$ cat config.mk
export PLATFORM = sky130hd
export DESIGN_NAME = pool_serialiser_flat
export DESIGN_NICKNAME = d
export VERILOG_FILES = /design/src/rtl/pool_serialiser_if.sv /design/src/rtl/pool_serialiser.sv /design/src/flat_wrapper.sv
export SDC_FILE = /design/constraint.sdc
export NUM_CORES = 1
export LEC_CHECK = 0
export CAP_MARGIN = 0
export CELL_PAD_IN_SITES_DETAIL_PLACEMENT = 1
export CELL_PAD_IN_SITES_GLOBAL_PLACEMENT = 1
export CORE_AREA = 2 2 211 213
export DETAILED_ROUTE_END_ITERATION = 10
export DIE_AREA = 0 0 213 215
export DONT_BUFFER_PORTS = 1
export PLACE_DENSITY = 0.61
export SLEW_MARGIN = 10
export SYNTH_ARGS = -nofsm -noshare
export SYNTH_HDL_FRONTEND = slang
export SYNTH_SLANG_ARGS = --single-unit
$ cat constraint.sdc
create_clock -name clk -period 2.6 [get_ports clk]
set_input_delay 0.39 -clock clk [delete_from_list [all_inputs] [get_ports clk]]
set_output_delay 0.39 -clock clk [all_outputs]
set_load 0.02 [all_outputs]
$ cat src/rtl/pool_serialiser_if.sv
// Bundle of the pool_serialiser handshake signals: the wide capture side
// from the pooling layer and the single-word stream to the dense stage.
interface pool_serialiser_if #(
    parameter int DATA_WIDTH = 12,
    parameter int NUM_POOLS  = 32
);
    localparam int IDX_WIDTH = (NUM_POOLS > 1) ? $clog2(NUM_POOLS) : 1;

    logic                  pool_serialiser_ready_in;
    logic [NUM_POOLS-1:0]  pool_serialiser_valid_in;
    logic [DATA_WIDTH-1:0] pool_serialiser_data_in [0:NUM_POOLS-1];
    logic                  pool_serialiser_ready_out;
    logic                  pool_serialiser_valid_out;
    logic [DATA_WIDTH-1:0] pool_serialiser_data_out;
    logic [IDX_WIDTH-1:0]  pool_serialiser_index_out;
    logic                  pool_serialiser_last_out;

    // View of the serialiser itself
    modport slave (
        output pool_serialiser_ready_in,
        input  pool_serialiser_valid_in,
        input  pool_serialiser_data_in,
        input  pool_serialiser_ready_out,
        output pool_serialiser_valid_out,
        output pool_serialiser_data_out,
        output pool_serialiser_index_out,
        output pool_serialiser_last_out
    );

    // View of the surrounding logic (pooling layer plus downstream consumer)
    modport master (
        input  pool_serialiser_ready_in,
        output pool_serialiser_valid_in,
        output pool_serialiser_data_in,
        output pool_serialiser_ready_out,
        input  pool_serialiser_valid_out,
        input  pool_serialiser_data_out,
        input  pool_serialiser_index_out,
        input  pool_serialiser_last_out
    );
endinterface

$ cat src/rtl/pool_serialiser.sv
// pool_serialiser: captures one NUM_POOLS-wide pooled vector and replays it
// as a single-word valid/ready stream, channel 0 first, tagged with the
// channel index and a last-beat flag.
//
// Optional build macro POOL_SERIALISER_BACK_TO_BACK_EN: accept the next
// vector on the final beat of the current one, removing the idle bubble.
//
// state | meaning
// IDLE  | waiting for a fully valid vector, ready_in high
// SEND  | replaying buffer[idx] downstream, valid_out high
module pool_serialiser #(
    parameter int DATA_WIDTH = 12,
    parameter int NUM_POOLS  = 32
) (
    input  logic              clk,
    input  logic              rst,
    pool_serialiser_if.slave  bus
);
    localparam int IDX_WIDTH = (NUM_POOLS > 1) ? $clog2(NUM_POOLS) : 1;
    localparam logic [IDX_WIDTH-1:0] LAST_IDX = IDX_WIDTH'(NUM_POOLS - 1);

    typedef enum logic {IDLE = 1'b0, SEND = 1'b1} state_t;

    state_t                state, state_next;
    logic [IDX_WIDTH-1:0]  idx, idx_next;
    logic [DATA_WIDTH-1:0] buffer [NUM_POOLS];
    logic [DATA_WIDTH-1:0] data_sel;
    logic                  is_last;
    logic                  beat;
    logic                  ready_in;
    logic                  capture;

    // With a single channel the index carries no information, so select entry 0 directly
    generate
        if (NUM_POOLS == 1) begin : g_sel_single
            assign data_sel = buffer[0];
        end else begin : g_sel_multi
            assign data_sel = buffer[idx];
        end
    endgenerate

    // Handshake qualifiers and registered/buffered outputs
    always_comb begin
        is_last = (state == SEND) && (idx == LAST_IDX);
        beat    = (state == SEND) && bus.pool_serialiser_ready_out;
`ifdef POOL_SERIALISER_BACK_TO_BACK_EN
        ready_in = (state == IDLE) || (is_last && bus.pool_serialiser_ready_out);
`else
        ready_in = (state == IDLE);
`endif
        capture = ready_in && (&bus.pool_serialiser_valid_in);

        bus.pool_serialiser_ready_in  = ready_in;
        bus.pool_serialiser_valid_out = (state == SEND);
        bus.pool_serialiser_data_out  = (state == SEND) ? data_sel : '0;
        bus.pool_serialiser_index_out = idx;
        bus.pool_serialiser_last_out  = is_last;
    end

    // Next state and channel index
    always_comb begin
        state_next = state;
        idx_next   = idx;
        case (state)
            IDLE: begin
                if (capture) begin
                    state_next = SEND;
                    idx_next   = '0;
                end
            end
            SEND: begin
                if (beat) begin
                    if (is_last) begin
                        idx_next   = '0;
                        state_next = capture ? SEND : IDLE;
                    end else begin
                        idx_next = idx + IDX_WIDTH'(1);
                    end
                end
            end
            default: begin
                state_next = IDLE;
                idx_next   = '0;
            end
        endcase
    end

    // State and index registers
    always_ff @(posedge clk or negedge rst) begin
        if (!rst) begin
            state <= IDLE;
            idx   <= '0;
        end else begin
            state <= state_next;
            idx   <= idx_next;
        end
    end

    // Vector buffer, loaded only on a full-vector capture
    always_ff @(posedge clk or negedge rst) begin
        if (!rst) begin
            for (int i = 0; i < NUM_POOLS; i++) begin
                buffer[i] <= '0;
            end
        end else if (capture) begin
            for (int i = 0; i < NUM_POOLS; i++) begin
                buffer[i] <= bus.pool_serialiser_data_in[i];
            end
        end
    end
endmodule

$ cat src/flat_wrapper.sv
// flat-port wrapper written by rule: the top's interface ports become plain ports
module pool_serialiser_flat 
#(
    parameter int DATA_WIDTH = 12,
    parameter int NUM_POOLS  = 32
)
  (clk, rst, bus_pool_serialiser_ready_in, bus_pool_serialiser_valid_in, bus_pool_serialiser_data_in, bus_pool_serialiser_ready_out, bus_pool_serialiser_valid_out, bus_pool_serialiser_data_out, bus_pool_serialiser_index_out, bus_pool_serialiser_last_out);
  pool_serialiser_if #(.DATA_WIDTH(DATA_WIDTH), .NUM_POOLS(NUM_POOLS)) bus_i ();
  input  logic clk;
  input  logic rst;
  output wire logic [$bits(bus_i.pool_serialiser_ready_in)-1:0] bus_pool_serialiser_ready_in;
  input wire logic [$bits(bus_i.pool_serialiser_valid_in)-1:0] bus_pool_serialiser_valid_in;
  input wire logic [$bits(bus_i.pool_serialiser_data_in)-1:0] bus_pool_serialiser_data_in;
  input wire logic [$bits(bus_i.pool_serialiser_ready_out)-1:0] bus_pool_serialiser_ready_out;
  output wire logic [$bits(bus_i.pool_serialiser_valid_out)-1:0] bus_pool_serialiser_valid_out;
  output wire logic [$bits(bus_i.pool_serialiser_data_out)-1:0] bus_pool_serialiser_data_out;
  output wire logic [$bits(bus_i.pool_serialiser_index_out)-1:0] bus_pool_serialiser_index_out;
  output wire logic [$bits(bus_i.pool_serialiser_last_out)-1:0] bus_pool_serialiser_last_out;
  assign bus_pool_serialiser_ready_in = bus_i.pool_serialiser_ready_in;
  assign bus_i.pool_serialiser_valid_in = bus_pool_serialiser_valid_in;
  assign bus_i.pool_serialiser_data_in = {>>{bus_pool_serialiser_data_in}};
  assign bus_i.pool_serialiser_ready_out = bus_pool_serialiser_ready_out;
  assign bus_pool_serialiser_valid_out = bus_i.pool_serialiser_valid_out;
  assign bus_pool_serialiser_data_out = bus_i.pool_serialiser_data_out;
  assign bus_pool_serialiser_index_out = bus_i.pool_serialiser_index_out;
  assign bus_pool_serialiser_last_out = bus_i.pool_serialiser_last_out;
  pool_serialiser #(.DATA_WIDTH(DATA_WIDTH), .NUM_POOLS(NUM_POOLS)) u_core (.clk(clk), .rst(rst), .bus(bus_i));
endmodule
==> results of run 1 <==
## synthesized netlist by cell type (2+ instances only)
master and number:
a211oi_1 12, a221oi_1 11, a31o_2 5, and3_1 2, buf_1 2, buf_2 41, buf_4 2, buf_6 10
clkbuf_1 27, dfrtp_1 390, ha_1 2, inv_1 2, mux2_1 90, mux2_2 290, mux2_4 4, mux2i_1 23
mux4_2 85, nand2_1 5, nand2b_1 6, nand3_1 5, nand4_1 6, nor2_1 2, nor2b_1 12, nor3_1 15
nor3b_1 3, o21ai_0 12, o22a_1 11, o22ai_1 12, o2bb2ai_1 11
## logic make-up after synthesis
family          Yosys count
mux                     492
flops                   390
buf+inv                  84
compound gates           77
simple gates             63
fa+ha+maj                 2
## through the flow
stage	std cells	util	cell area [um^2]
after floorplan	1108	-	17700
after global placement	1689	0.428	18700
after detailed placement	1689	0.428	18700
==> reports/qor.csv, run 1 <==
metric,value,unit
top-area cell type share of the netlist area,0.553,
largest family of logic cells by synthesized area,multiplexers,
Synth Area in Simple Gates,0.0208,
Syn Area/Cell,15.9,um^2
most area-consuming cells after synthesis,"dfrtp_1 (55%), mux2_2 (18%), mux4_2 (11%)",
CTS Hold Bufs,358,
Post-Synthesis Cells,1108,
most common flop cell mapped by yosys,dfrtp_1,
htree depth,2,
Initial Util,0.405,
# rows,77,
Post-synth EDFFs,0,
mux contribution to synthesized area,0.367,
"Async S/R FF share, synth",1.00,
# clock sinks,390,
Placer Congestion,0.777,
Synth Area in Compound Gates,0.0327,
mapped cell area,17700,um^2
Synth cell types,39,
Yosys warning count,0,
width of the chip,213,um
Yosys top cell by area,dfrtp_1,
CTS Buf Count,46,
Root Buffer,clkbuf_16,
Ports,439,
post-CTS resize count,60,
port bufs,0,
sequential fraction of the synthesis area,0.553,
CTS Buffer Depth,3,
Synth Register Bits,390,
synthesized net count,1529,
xor/xnor share of the synthesized area,0,
status,aborted with a tool error,
post-synthesis adder-cell area fraction,0.00142,
Die Span Y,215,um
tool error,[ERROR RSZ-0060] Max buffer count reached.,
worst slack at placement,-0.359,ns
postcts setup bufs,15,
HPWL Detailed,36.1,mm
Failed at,clock tree synthesis (4_1_cts),
==> run 2, diff against run 1 <==
CELL_PAD_IN_SITES_DETAIL_PLACEMENT = unset   (was 1)
CELL_PAD_IN_SITES_GLOBAL_PLACEMENT = unset   (was 1)
CORE_AREA = 2 2 264 266   (was 2 2 211 213)
DIE_AREA = 0 0 266 268   (was 0 0 213 215)
PLACE_DENSITY = unset   (was 0.61)
PLACE_DENSITY_LB_ADDON = 0.15   (was unset)
==> run 2 against run 1 <==
Compared with the run above:
- the flow now finishes, with violations (negative hold slack, negative setup slack)
- synthesized cell count is the same
- area after synthesis is the same
==> reports/qor.csv, run 2 <==
metric,value,unit,change
Die Span Y,268,um,was 215 um
HPWL Detailed,41.3,mm,was 36.1 mm
Startpoint Class,register,,
Hold Crit Class,input port to asynchronous set/reset pin,,
Leak,11.9,nW,
R2R Setup Slk,0.23,ns,
Max Cap Viol,0,,
post-layout util,0.376,,
htree depth,2,,unchanged
"CP delay by family, top",buffers and inverters,,
WHS,-0.473,ns,
max FFs per register,384,,
wire per inst,23.7,um,
CTS Hold Bufs,385,,was 358
Ports,439,,unchanged
Rel. slew slack,0.189,,
antenna violations before repair,8,,
Synth cell types,39,,unchanged
most area-consuming cells after synthesis,"dfrtp_1 (55%), mux2_2 (18%), mux4_2 (11%)",,unchanged
synth cell count leaders,"dfrtp_1 (390), mux2_2 (290), mux2_1 (90)",,unchanged
# clock sinks,390,,unchanged
mapped cell area,17700,um^2,unchanged
worst r2r path cells,7,,
Slew @ Worst Pin,1.22,ns,
fin worst setup slack,-0.505,ns,
Skew-Pair Late Insertion Delay,0.58,ns,
top-area cell type share of the netlist area,0.553,,unchanged
maximum vdd drop,0.398,mV,
final wirelength,59.1,mm,
Tmin final,3.10,ns,
post-route clock period utilization,1.19,,
Post-Synthesis Cells,1108,,unchanged
Finished Layout Cells,2495,,
"Async S/R FF share, synth",1.00,,unchanged
# rows,96,,was 77
vias per inst,4.60,,
kind of critical path,register to output port,,
slowest CP cell,mux4_2,,
CTS Buffer Depth,3,,unchanged
DRC,0,,
synthesized net count,1529,,unchanged
final setup vio count,13,,
port bufs,0,,unchanged
Clock Skews,0.0134,ns,
multi-input logic area,7990,um^2,
FF/Latch Area,9770,um^2,
width of the chip,266,um,was 213 um
Total GRT Usage,0.163,,
GRT overflow,0,,
Clock transition at path regs,0.06,ns,
Yosys top cell by area,dfrtp_1,,unchanged
number of global-route vias before repair,13100,,
worst-path fanout max,7,,
Post-synth EDFFs,0,,unchanged
crit path cell chain,buf_12 -> buf_6 -> mux4_2 -> o22a_1 -> o2bb2ai_2 -> buf_6 -> nor3_4 -> buf_6,,
"most common cell after layout, fill and taps aside",dfrtp_1,,
CTS tree,yes,,
Setup crit end,bus_pool_serialiser_data_out[2],,
"count leader, synth",dfrtp_1,,unchanged
Via Count,11500,,
CP required,2.21,ns,
largest net degree at the start of global routing,391,,
Placer Congestion,0.745,,was 0.777
first-pass GRT wire length,85.9,mm,
Filler cells,6549,,
share of post-route cells with drive strength above 1,0.395,,
Crit. path cell count,8,,
Area Growth Syn to Fin,45.1,%,
Final Net Count,1989,,
Worst R2R End,u_core.buffer[62]$_DFFE_PN0P_,,
CTS Buf Count,49,,was 46
violated checks,"negative hold slack, negative setup slack",,
Synth Register Bits,390,,unchanged
core area,68200,um^2,
Die Footprint,71300,um^2,
sequential fraction of the synthesis area,0.553,,unchanged
most frequent cells in the layout,"dfrtp_1 (387), dlygate4sd3_1 (385), mux2_2 (290)",,
Buf/Inv on CP,4,,
status,"complete, but fails checks",,was aborted with a tool error
cell repeated most along the worst path,buf_6,,
DR pass1 iterations,6,,
Critical Path AT,2.71,ns,
FMAX,322,MHz,
crit path from,u_core.bus.pool_serialiser_index_out[0]$_DFFE_PN0P_,,
DP Cell Count,1993,,was 1689
Final Hold Viols,390,,
CP Capture Type,output port,,
Yosys warning count,0,,unchanged
Root Buffer,clkbuf_16,,unchanged
Placed Area,19200,um^2,was 18700 um^2
Biggest register,u_core.buffer,,
Initial Util,0.259,,was 0.405
final instance area,25600,um^2,
Power Density,535,nW/um^2,
RSZ-0062 raised after global routing,true,,
"slowest stage delay, CP",0.54,ns,
most common flop cell mapped by yosys,dfrtp_1,,unchanged
DRT antenna net count,0,,
launch point of the worst reg-to-reg path,u_core.bus.pool_serialiser_valid_out$_DFF_PN0_,,
1st-iter DRT viols,353,,
"Slew Viols, Final",0,,
"Power, Total",13.7,mW,
Syn Area/Cell,15.9,um^2,unchanged
TNS Setup,-5.84,ns,
## run 2: through the flow
stage	hold slack, ns	setup WS [ns]
finish	-0.473	-0.505
global route	-0.510	-0.606
CTS	-0.525	-0.579
detailed placement	0.113	-0.121
global placement	0.115	-0.153
floorplan	0.0944	0.0775
## run 2: what timing repair did
action | 4_1_cts | 5_1_grt
cloned | 1 | 3
hold endpoints to repair | 775 | 390
pin swaps | 11 | 21
buffers inserted | 8 | 11
setup endpoints to repair | 13 | 13
gates resized for setup | 60 | 61
## run 2: power by group
group | internal, mW | switching [mW] | total (mW) | leakage, nW
Combinational | 0.393 | 0.121 | 0.515 | 5.58
Clock | 4.40 | 2.73 | 7.13 | 0.833
Sequential | 6.07 | 0.000000100 | 6.07 | 5.45
Total | 10.9 | 2.85 | 13.7 | 11.9
## run 2: cell type report
class	instances	share of cell area
sequential	390	0.381
multi-input combinational	635	0.312
timing repair buffer	490	0.197
clock buffer	72	0.0559
tap	882	0.0431
clock inverter	18	0.00991
antenna	6	0.000586
inverter	2	0.000439
## run 2: worst min path at each step
stage | from | to | slack, ns | cells past startpoint
3_3_place_gp | rst | u_core.buffer[67]$_DFFE_PN0P_ | 0.11 | 0
5_1_grt | rst | u_core.buffer[67]$_DFFE_PN0P_ | -0.51 | 0
6_report | rst | u_core.buffer[67]$_DFFE_PN0P_ | -0.47 | 0
2_1_floorplan | rst | u_core.buffer[0]$_DFFE_PN0P_ | 0.09 | 0
4_1_cts | rst | u_core.buffer[67]$_DFFE_PN0P_ | -0.53 | 0
3_5_place_dp | rst | u_core.buffer[67]$_DFFE_PN0P_ | 0.11 | 0
## run 2: cells by family after synthesis
kind of cell	count (synthesis)	synth area share
buf+inv	84	0.0254
fa+ha+maj	2	0.00142
compound gates	77	0.0327
mux	492	0.367
simple gates	63	0.0208
flops	390	0.553
## run 2: layer usage
layer	up-vias	global-route usage	share of wire	wire length (um)
met5	-	0	0.00039	23
met4	4	0.0383	0.016	963
li1	5145	-	-	-
met3	60	0.0414	0.060	3560
met1	5993	0.200	0.41	24200
met2	284	0.288	0.51	30400
Power figures use the tool's default switching activity.
==> run 3, diff against run 2 <==
--- a/config.mk
+++ b/config.mk
@@ -6,5 +6,4 @@
 export NUM_CORES = 1
 export LEC_CHECK = 0
-export CAP_MARGIN = 0
 export CORE_AREA = 2 2 264 266
 export DETAILED_ROUTE_END_ITERATION = 10
==> constraint.sdc (replaced) <==
create_clock -name clk -period 2.6 [get_ports clk]
set_input_delay 0.65 -clock clk [delete_from_list [all_inputs] [get_ports clk]]
set_output_delay 0.65 -clock clk [all_outputs]
set_load 0.02 [all_outputs]
==> run 3 against run 2 <==
Compared with the run above:
- the run still ends with negative hold slack, negative setup slack left
- non-clock buffer count shrank 384
- critical path depth grew 1
- clock skew is essentially flat
- via count shrank 13%
- sequential power is essentially flat
- highest routed layer unchanged
==> reports/qor.csv, run 3 (synthesized netlist as in run 2, its figures left out) <==
metric,value,unit,change
"Power, Total",12.8,mW,was 13.7 mW
WHS,-0.216,ns,was -0.473 ns
1st-iter DRT viols,395,,was 353
Clock transition at path regs,0.06,ns,about the same
slowest CP cell,mux4_2,,unchanged
Hold Crit Class,input port to asynchronous set/reset pin,,unchanged
worst slack at placement,-0.465,ns,was -0.121 ns
Buf/Inv on CP,5,,was 4
launch point of the worst reg-to-reg path,u_core.bus.pool_serialiser_valid_out$_DFF_PN0_,,unchanged
violated checks,"negative hold slack, negative setup slack",,unchanged
CP Capture Type,output port,,unchanged
Critical Path AT,2.69,ns,was 2.71 ns
FMAX,299,MHz,was 322 MHz
CTS Buf Count,49,,unchanged
Initial Util,0.259,,unchanged
max FFs per register,384,,unchanged
post-route clock period utilization,1.29,,was 1.19
Switching Share,0.209,,was 0.208
htree depth,2,,unchanged
width of the chip,266,um,unchanged
share of post-route cells with drive strength above 1,0.518,,was 0.395
RSZ-0062 raised after global routing,true,,unchanged
DRC,0,,unchanged
Max Cap Viol,0,,unchanged
Via Count,10000,,was 11500
sequential power share,0.473,,was 0.443
status,"complete, but fails checks",,unchanged
Tmin final,3.34,ns,was 3.10 ns
DRT antenna net count,0,,unchanged
fin worst setup slack,-0.741,ns,was -0.505 ns
"slowest stage delay, CP",0.56,ns,was 0.54 ns
final wirelength,57.0,mm,was 59.1 mm
vias per inst,4.72,,was 4.60
wire per inst,26.9,um,was 23.7 um
Biggest register,u_core.buffer,,unchanged
Clock Power Share,0.526,,was 0.520
Startpoint Class,register,,unchanged
Die Footprint,71300,um^2,unchanged
number of global-route vias before repair,11200,,was 13100
antenna violations before repair,44,,was 8
first-pass GRT wire length,80.8,mm,was 85.9 mm
final setup vio count,13,,unchanged
port bufs,0,,unchanged
HPWL Detailed,40.8,mm,was 41.3 mm
GRT overflow,0,,unchanged
Die Span Y,268,um,unchanged
worst-path fanout max,6,,was 7
"most common cell after layout, fill and taps aside",dfrtp_1,,unchanged
multi-input logic area,8060,um^2,was 7990 um^2
most frequent cells in the layout,"dfrtp_1 (387), mux2_2 (290), mux2_1 (90)",,"was dfrtp_1 (387), dlygate4sd3_1 (385), mux2_2 (290)"
CTS Buffer Depth,3,,unchanged
DR pass1 iterations,4,,was 6
Filler cells,6697,,was 6549
core area,68200,um^2,unchanged
Skew-Pair Late Insertion Delay,0.58,ns,about the same
Final Hold Viols,390,,unchanged
"CP delay by family, top",buffers and inverters,,unchanged
crit path cell chain,buf_12 -> buf_16 -> buf_16 -> mux4_2 -> o22ai_2 -> o2bb2ai_2 -> buf_6 -> nor3_2 -> buf_4,,was buf_12 -> buf_6 -> mux4_2 -> o22a_1 -> o2bb2ai_2 -> buf_6 -> nor3_4 -> buf_6
largest net degree at the start of global routing,391,,unchanged
Area Growth Syn to Fin,23.9,%,was 45.1%
combinational power share,0.001,,was 0.038
Final Net Count,1604,,was 1989
Leak,10.2,nW,was 11.9 nW
CTS tree,yes,,unchanged
CP required,1.95,ns,was 2.21 ns
Worst R2R End,u_core.buffer[41]$_DFFE_PN0P_,,was u_core.buffer[62]$_DFFE_PN0P_
R2R Setup Slk,0.29,ns,was 0.23 ns
Rel. slew slack,0.305,,was 0.189
Sw Pwr,2.69,mW,was 2.85 mW
# clock sinks,390,,unchanged
FF/Latch Area,9770,um^2,unchanged
worst r2r path cells,6,,was 7
kind of critical path,register to output port,,unchanged
final instance area,21900,um^2,was 25600 um^2
"Slew Viols, Final",0,,unchanged
Total GRT Usage,0.158,,was 0.163
cell repeated most along the worst path,buf_16,,was buf_6
Ports,439,,unchanged
Placer Congestion,0.732,,was 0.745
Root Buffer,clkbuf_16,,unchanged
Clock Skews,0.0131,ns,was 0.0134 ns
Cell Int Power,10.1,mW,was 10.9 mW
Slew @ Worst Pin,1.04,ns,was 1.22 ns
# rows,96,,unchanged
Power Density,587,nW/um^2,was 535 nW/um^2
maximum vdd drop,0.387,mV,was 0.398 mV
Placed Area,19400,um^2,was 19200 um^2
## run 3: what timing repair did
item | 4_1_cts | 5_1_grt
pin swaps | 25 | 20
cloned | 3 | 1
gates resized for setup | 84 | 28
hold endpoints to repair | 390 | 390
setup buffers | 18 | 2
setup endpoints to repair | 13 | 13
## run 3: area by class of cell
type | count | share of cell area
timing repair buffer | 106 | 0.0596
sequential | 390 | 0.446
tap | 882 | 0.0504
clock buffer | 72 | 0.0650
multi-input combinational | 634 | 0.369
inverter | 2 | 0.000343
clock inverter | 14 | 0.00743
antenna | 19 | 0.00217
## run 3: worst max-delay path by stage
stage	start	endpoint	slack [ns]	depth (start not counted)
3_5_place_dp	u_core.bus.pool_serialiser_index_out[0]$_DFFE_PN0P_	bus_pool_serialiser_data_out[2]	-0.47	6
4_1_cts	u_core.bus.pool_serialiser_index_out[0]$_DFFE_PN0P_	bus_pool_serialiser_data_out[11]	-0.86	9
5_1_grt	u_core.bus.pool_serialiser_index_out[0]$_DFFE_PN0P_	bus_pool_serialiser_data_out[1]	-0.86	9
2_1_floorplan	u_core.bus.pool_serialiser_index_out[0]$_DFFE_PN0P_	bus_pool_serialiser_data_out[0]	-0.03	6
3_3_place_gp	u_core.bus.pool_serialiser_index_out[0]$_DFFE_PN0P_	bus_pool_serialiser_data_out[2]	-0.41	6
6_report	u_core.bus.pool_serialiser_index_out[0]$_DFFE_PN0P_	bus_pool_serialiser_data_out[0]	-0.74	9
## run 3: stage by stage
step,utilization,cells,TNS [ns]
floorplan,-,1108,-0.378
global placement,0.284,2000,-3.38
detailed placement,0.284,2000,-3.59
CTS,0.318,2101,-10.15
global route,0.320,2111,-10.02
finish,0.321,2119,-8.67
## run 3: routing by layer
layer  GRT usage  wire (um)  vias to the layer above
li1            -          -                     4372
met1       0.189      23000                     5182
met2       0.269      28300                      304
met3      0.0542       4040                      119
met4      0.0468       1380                       34
met5           0        215                        -
## run 3: worst register-to-register path, stage by stage, from the launching register on
cell	delay (ns)
dfrtp_1	0.40
nand4b_1	0.19
nor4_1	0.31
buf_4	0.18
nand3_4	0.09
buf_12	0.25
mux2_1	0.76
## run 3: power groups by stage
stage / combinational, mW / sequential (mW) / clock, mW
CTS: 0.00949 / 6.07 / 7.07
detailed placement: 0.00947 / 6.18 / 0
global placement: 0.00935 / 6.18 / 0
finish: 0.00942 / 6.07 / 6.75
global route: 0.0100 / 6.07 / 7.32
floorplan: 0.00904 / 6.18 / 0
==> run 4, diff against run 3 <==
--- a/config.mk
+++ b/config.mk
@@ -6,8 +6,8 @@
 export NUM_CORES = 1
 export LEC_CHECK = 0
+export BUFFER_PORTS_ARGS = -buffer_cell sky130_fd_sc_hd__buf_4
 export CORE_AREA = 2 2 264 266
 export DETAILED_ROUTE_END_ITERATION = 10
 export DIE_AREA = 0 0 266 268
-export DONT_BUFFER_PORTS = 1
 export PLACE_DENSITY_LB_ADDON = 0.15
 export SLEW_MARGIN = 10
==> constraint.sdc (replaced) <==
create_clock -name clk -period 2.6 [get_ports clk]
set_input_delay 0.78 -clock clk [delete_from_list [all_inputs] [get_ports clk]]
set_output_delay 0.78 -clock clk [all_outputs]
set_load 0.02 [all_outputs]
==> run 4 against run 3 <==
Compared with the run above:
- the flow finishes with violations (negative setup slack)
- global-route usage is 1.1 points higher
- clock skew is 0.0029 ns lower
- worst hold slack better by 0.39 ns
- sequential share of layout area is 6.2 points lower
- die area stayed put
- first-iteration DRC count is 17% higher
- setup slack worse by 0.15 ns
- via count is 17% higher
- clock power is 3.3% lower
- critical endpoint is now bus_pool_serialiser_data_out[5]
- power is 3.7% higher
- critical path depth stayed put
- cell count is 21% higher
==> reports/qor.csv, run 4 (synthesized netlist as in run 2, its figures left out) <==
metric,value,unit,change
status,"complete, but fails checks",,unchanged
violated checks,negative setup slack,,"was negative hold slack, negative setup slack"
worst r2r path cells,8,,was 6
sequential power share,0.456,,was 0.473
CTS Hold Bufs,0,,
Hold Crit Class,input port to asynchronous set/reset pin,,unchanged
CP Capture Type,output port,,unchanged
first-pass GRT wire length,87.9,mm,was 80.8 mm
combinational power share,0.054,,was 0.001
Max Cap Viol,0,,unchanged
# rows,96,,unchanged
RSZ-0062 raised after global routing,true,,unchanged
width of the chip,266,um,unchanged
post-layout util,0.372,,was 0.321
Placer Congestion,0.770,,was 0.732
final setup vio count,13,,unchanged
CTS Buf Count,48,,was 49
wire per inst,23.6,um,was 26.9 um
Skew-Pair Late Insertion Delay,0.56,ns,was 0.58 ns
final wirelength,60.8,mm,was 57.0 mm
Area Growth Syn to Fin,43.8,%,was 23.9%
Ports,439,,unchanged
post-route clock period utilization,1.34,,was 1.29
Slew @ Worst Pin,0.596,ns,was 1.04 ns
core area,68200,um^2,unchanged
Final Hold Viols,0,,was 390
# clock sinks,390,,unchanged
number of global-route vias before repair,13200,,was 11200
DR pass1 iterations,4,,unchanged
Power Density,524,nW/um^2,was 587 nW/um^2
Final Net Count,2075,,was 1604
CTS tree,yes,,unchanged
Critical Path AT,2.71,ns,was 2.69 ns
CTS Buffer Depth,3,,unchanged
htree depth,2,,unchanged
vias per inst,4.57,,was 4.72
"Slew Viols, Final",0,,unchanged
largest net degree at the start of global routing,72,,was 391
Clock Power Share,0.490,,was 0.526
Rel. slew slack,0.603,,was 0.305
DRC,0,,unchanged
antenna violations before repair,6,,was 44
Clock Skews,0.0103,ns,was 0.0131 ns
Leak,12.5,nW,was 10.2 nW
DRT antenna net count,0,,unchanged
1st-iter DRT viols,462,,was 395
WHS,0.171,ns,was -0.216 ns
HPWL Detailed,46.9,mm,was 40.8 mm
Initial Util,0.259,,unchanged
Total GRT Usage,0.169,,was 0.158
Cell Int Power,10.4,mW,was 10.1 mW
Worst R2R End,u_core.buffer[345]$_DFFE_PN0P_,,was u_core.buffer[41]$_DFFE_PN0P_
Tmin final,3.49,ns,was 3.34 ns
Root Buffer,clkbuf_16,,unchanged
Biggest register,u_core.buffer,,unchanged
GRT overflow,0,,unchanged
CP required,1.82,ns,was 1.95 ns
port bufs,438,,was 0
Clock transition at path regs,0.06,ns,about the same
kind of critical path,register to output port,,unchanged
launch point of the worst reg-to-reg path,u_core.bus.pool_serialiser_valid_out$_DFF_PN0_,,unchanged
Startpoint Class,register,,unchanged
Sw Pwr,2.88,mW,was 2.69 mW
Filler cells,6571,,was 6697
Switching Share,0.216,,was 0.209
maximum vdd drop,0.382,mV,was 0.387 mV
Die Footprint,71300,um^2,unchanged
most frequent cells in the layout,"buf_4 (515), dfrtp_1 (387), mux2_2 (290)",,"was dfrtp_1 (387), mux2_2 (290), mux2_1 (90)"
Via Count,11800,,was 10000
R2R Setup Slk,0.33,ns,was 0.29 ns
Die Span Y,268,um,unchanged
"most common cell after layout, fill and taps aside",buf_4,,was dfrtp_1
max FFs per register,384,,unchanged
worst-path fanout max,6,,unchanged
fin worst setup slack,-0.888,ns,was -0.741 ns
FMAX,287,MHz,was 299 MHz
share of post-route cells with drive strength above 1,0.655,,was 0.518
==> run 4: changes by cell type in the layout (fill, tap and decap cells not counted), moves of 5 or more <==
cell,change
o21ai_2,+7
buf_4,+450
o21ai_0,-5
o2bb2ai_4,-7
diode_2,-18
o21ai_1,-5
buf_6,+17
buf_12,+5
==> run 4: cell type report <==
| cell class | instances | area [um^2] | area share |
|---|---|---|---|
| well taps | 882 | 1100 | 0.0435 |
| clock buffers | 76 | 1470 | 0.0578 |
| diodes | 1 | 2.50 | 0.0000986 |
| inverters | 2 | 7.51 | 0.000296 |
| multi-input cells | 634 | 8010 | 0.315 |
| clock inverters | 8 | 71.3 | 0.00281 |
| flip-flops and latches | 390 | 9770 | 0.385 |
| repair buffers | 578 | 4960 | 0.195 |
==> run 4: worst max-delay path by stage <==
stage / start / to / slack [ns] / cells past startpoint
final: u_core.bus.pool_serialiser_index_out[0]$_DFFE_PN0P_ / bus_pool_serialiser_data_out[5] / -0.89 / 9
after floorplan: u_core.bus.pool_serialiser_index_out[1]$_DFFE_PN0P_ / bus_pool_serialiser_data_out[0] / 0.006 / 6
after global placement: u_core.bus.pool_serialiser_index_out[0]$_DFFE_PN0P_ / bus_pool_serialiser_data_out[8] / -0.64 / 8
after detailed placement: u_core.bus.pool_serialiser_index_out[0]$_DFFE_PN0P_ / bus_pool_serialiser_data_out[8] / -0.60 / 8
after CTS: u_core.bus.pool_serialiser_index_out[0]$_DFFE_PN0P_ / bus_pool_serialiser_data_out[5] / -0.94 / 9
after global routing: u_core.bus.pool_serialiser_index_out[0]$_DFFE_PN0P_ / bus_pool_serialiser_data_out[5] / -0.96 / 9
==> run 4: metrics by stage <==
step	cell area (um^2)	std cells	setup WS, ns	power, mW	TNS (ns)
6_report	25400	2571	-0.888	13.3	-9.95
5_1_grt	25400	2571	-0.960	13.8	-11.14
4_1_cts	25200	2571	-0.943	13.6	-11.21
3_5_place_dp	23100	2476	-0.599	6.92	-5.29
3_3_place_gp	23100	2476	-0.641	6.93	-4.79
2_1_floorplan	17800	1108	0.00571	6.19	0
==> run 4: power groups by stage <==
stage	Clock, mW	Combinational (mW)	Sequential (mW)
after floorplan	0	0.00904	6.18
after global placement	0	0.745	6.18
after detailed placement	0	0.744	6.18
after CTS	6.74	0.746	6.07
after global routing	6.99	0.777	6.07
final	6.53	0.716	6.07
==> run 4: timing repair <==
item	in CTS	in global routing
setup buffers	10	4
setup endpoints to repair	13	13
gates cloned	5	0
pin swaps	28	22
resized for setup	83	31
==> run 4: critical path, stage by stage, from the launching register on <==
cell and delay (ns):
dfrtp_4 0.52, buf_12 0.16, buf_12 0.14, buf_16 0.15, mux4_2 0.49, o22ai_2 0.17
o2bb2ai_1 0.13, buf_4 0.16, nor3_2 0.05, buf_4 0.17
==> run 4: routing by layer <==
metal | part of all wire | track usage | up-vias
met5 | 0.0012 | 0 | -
met2 | 0.50 | 0.286 | 282
li1 | - | - | 5295
met1 | 0.44 | 0.224 | 6107
met4 | 0.018 | 0.0419 | 10
met3 | 0.045 | 0.0330 | 66
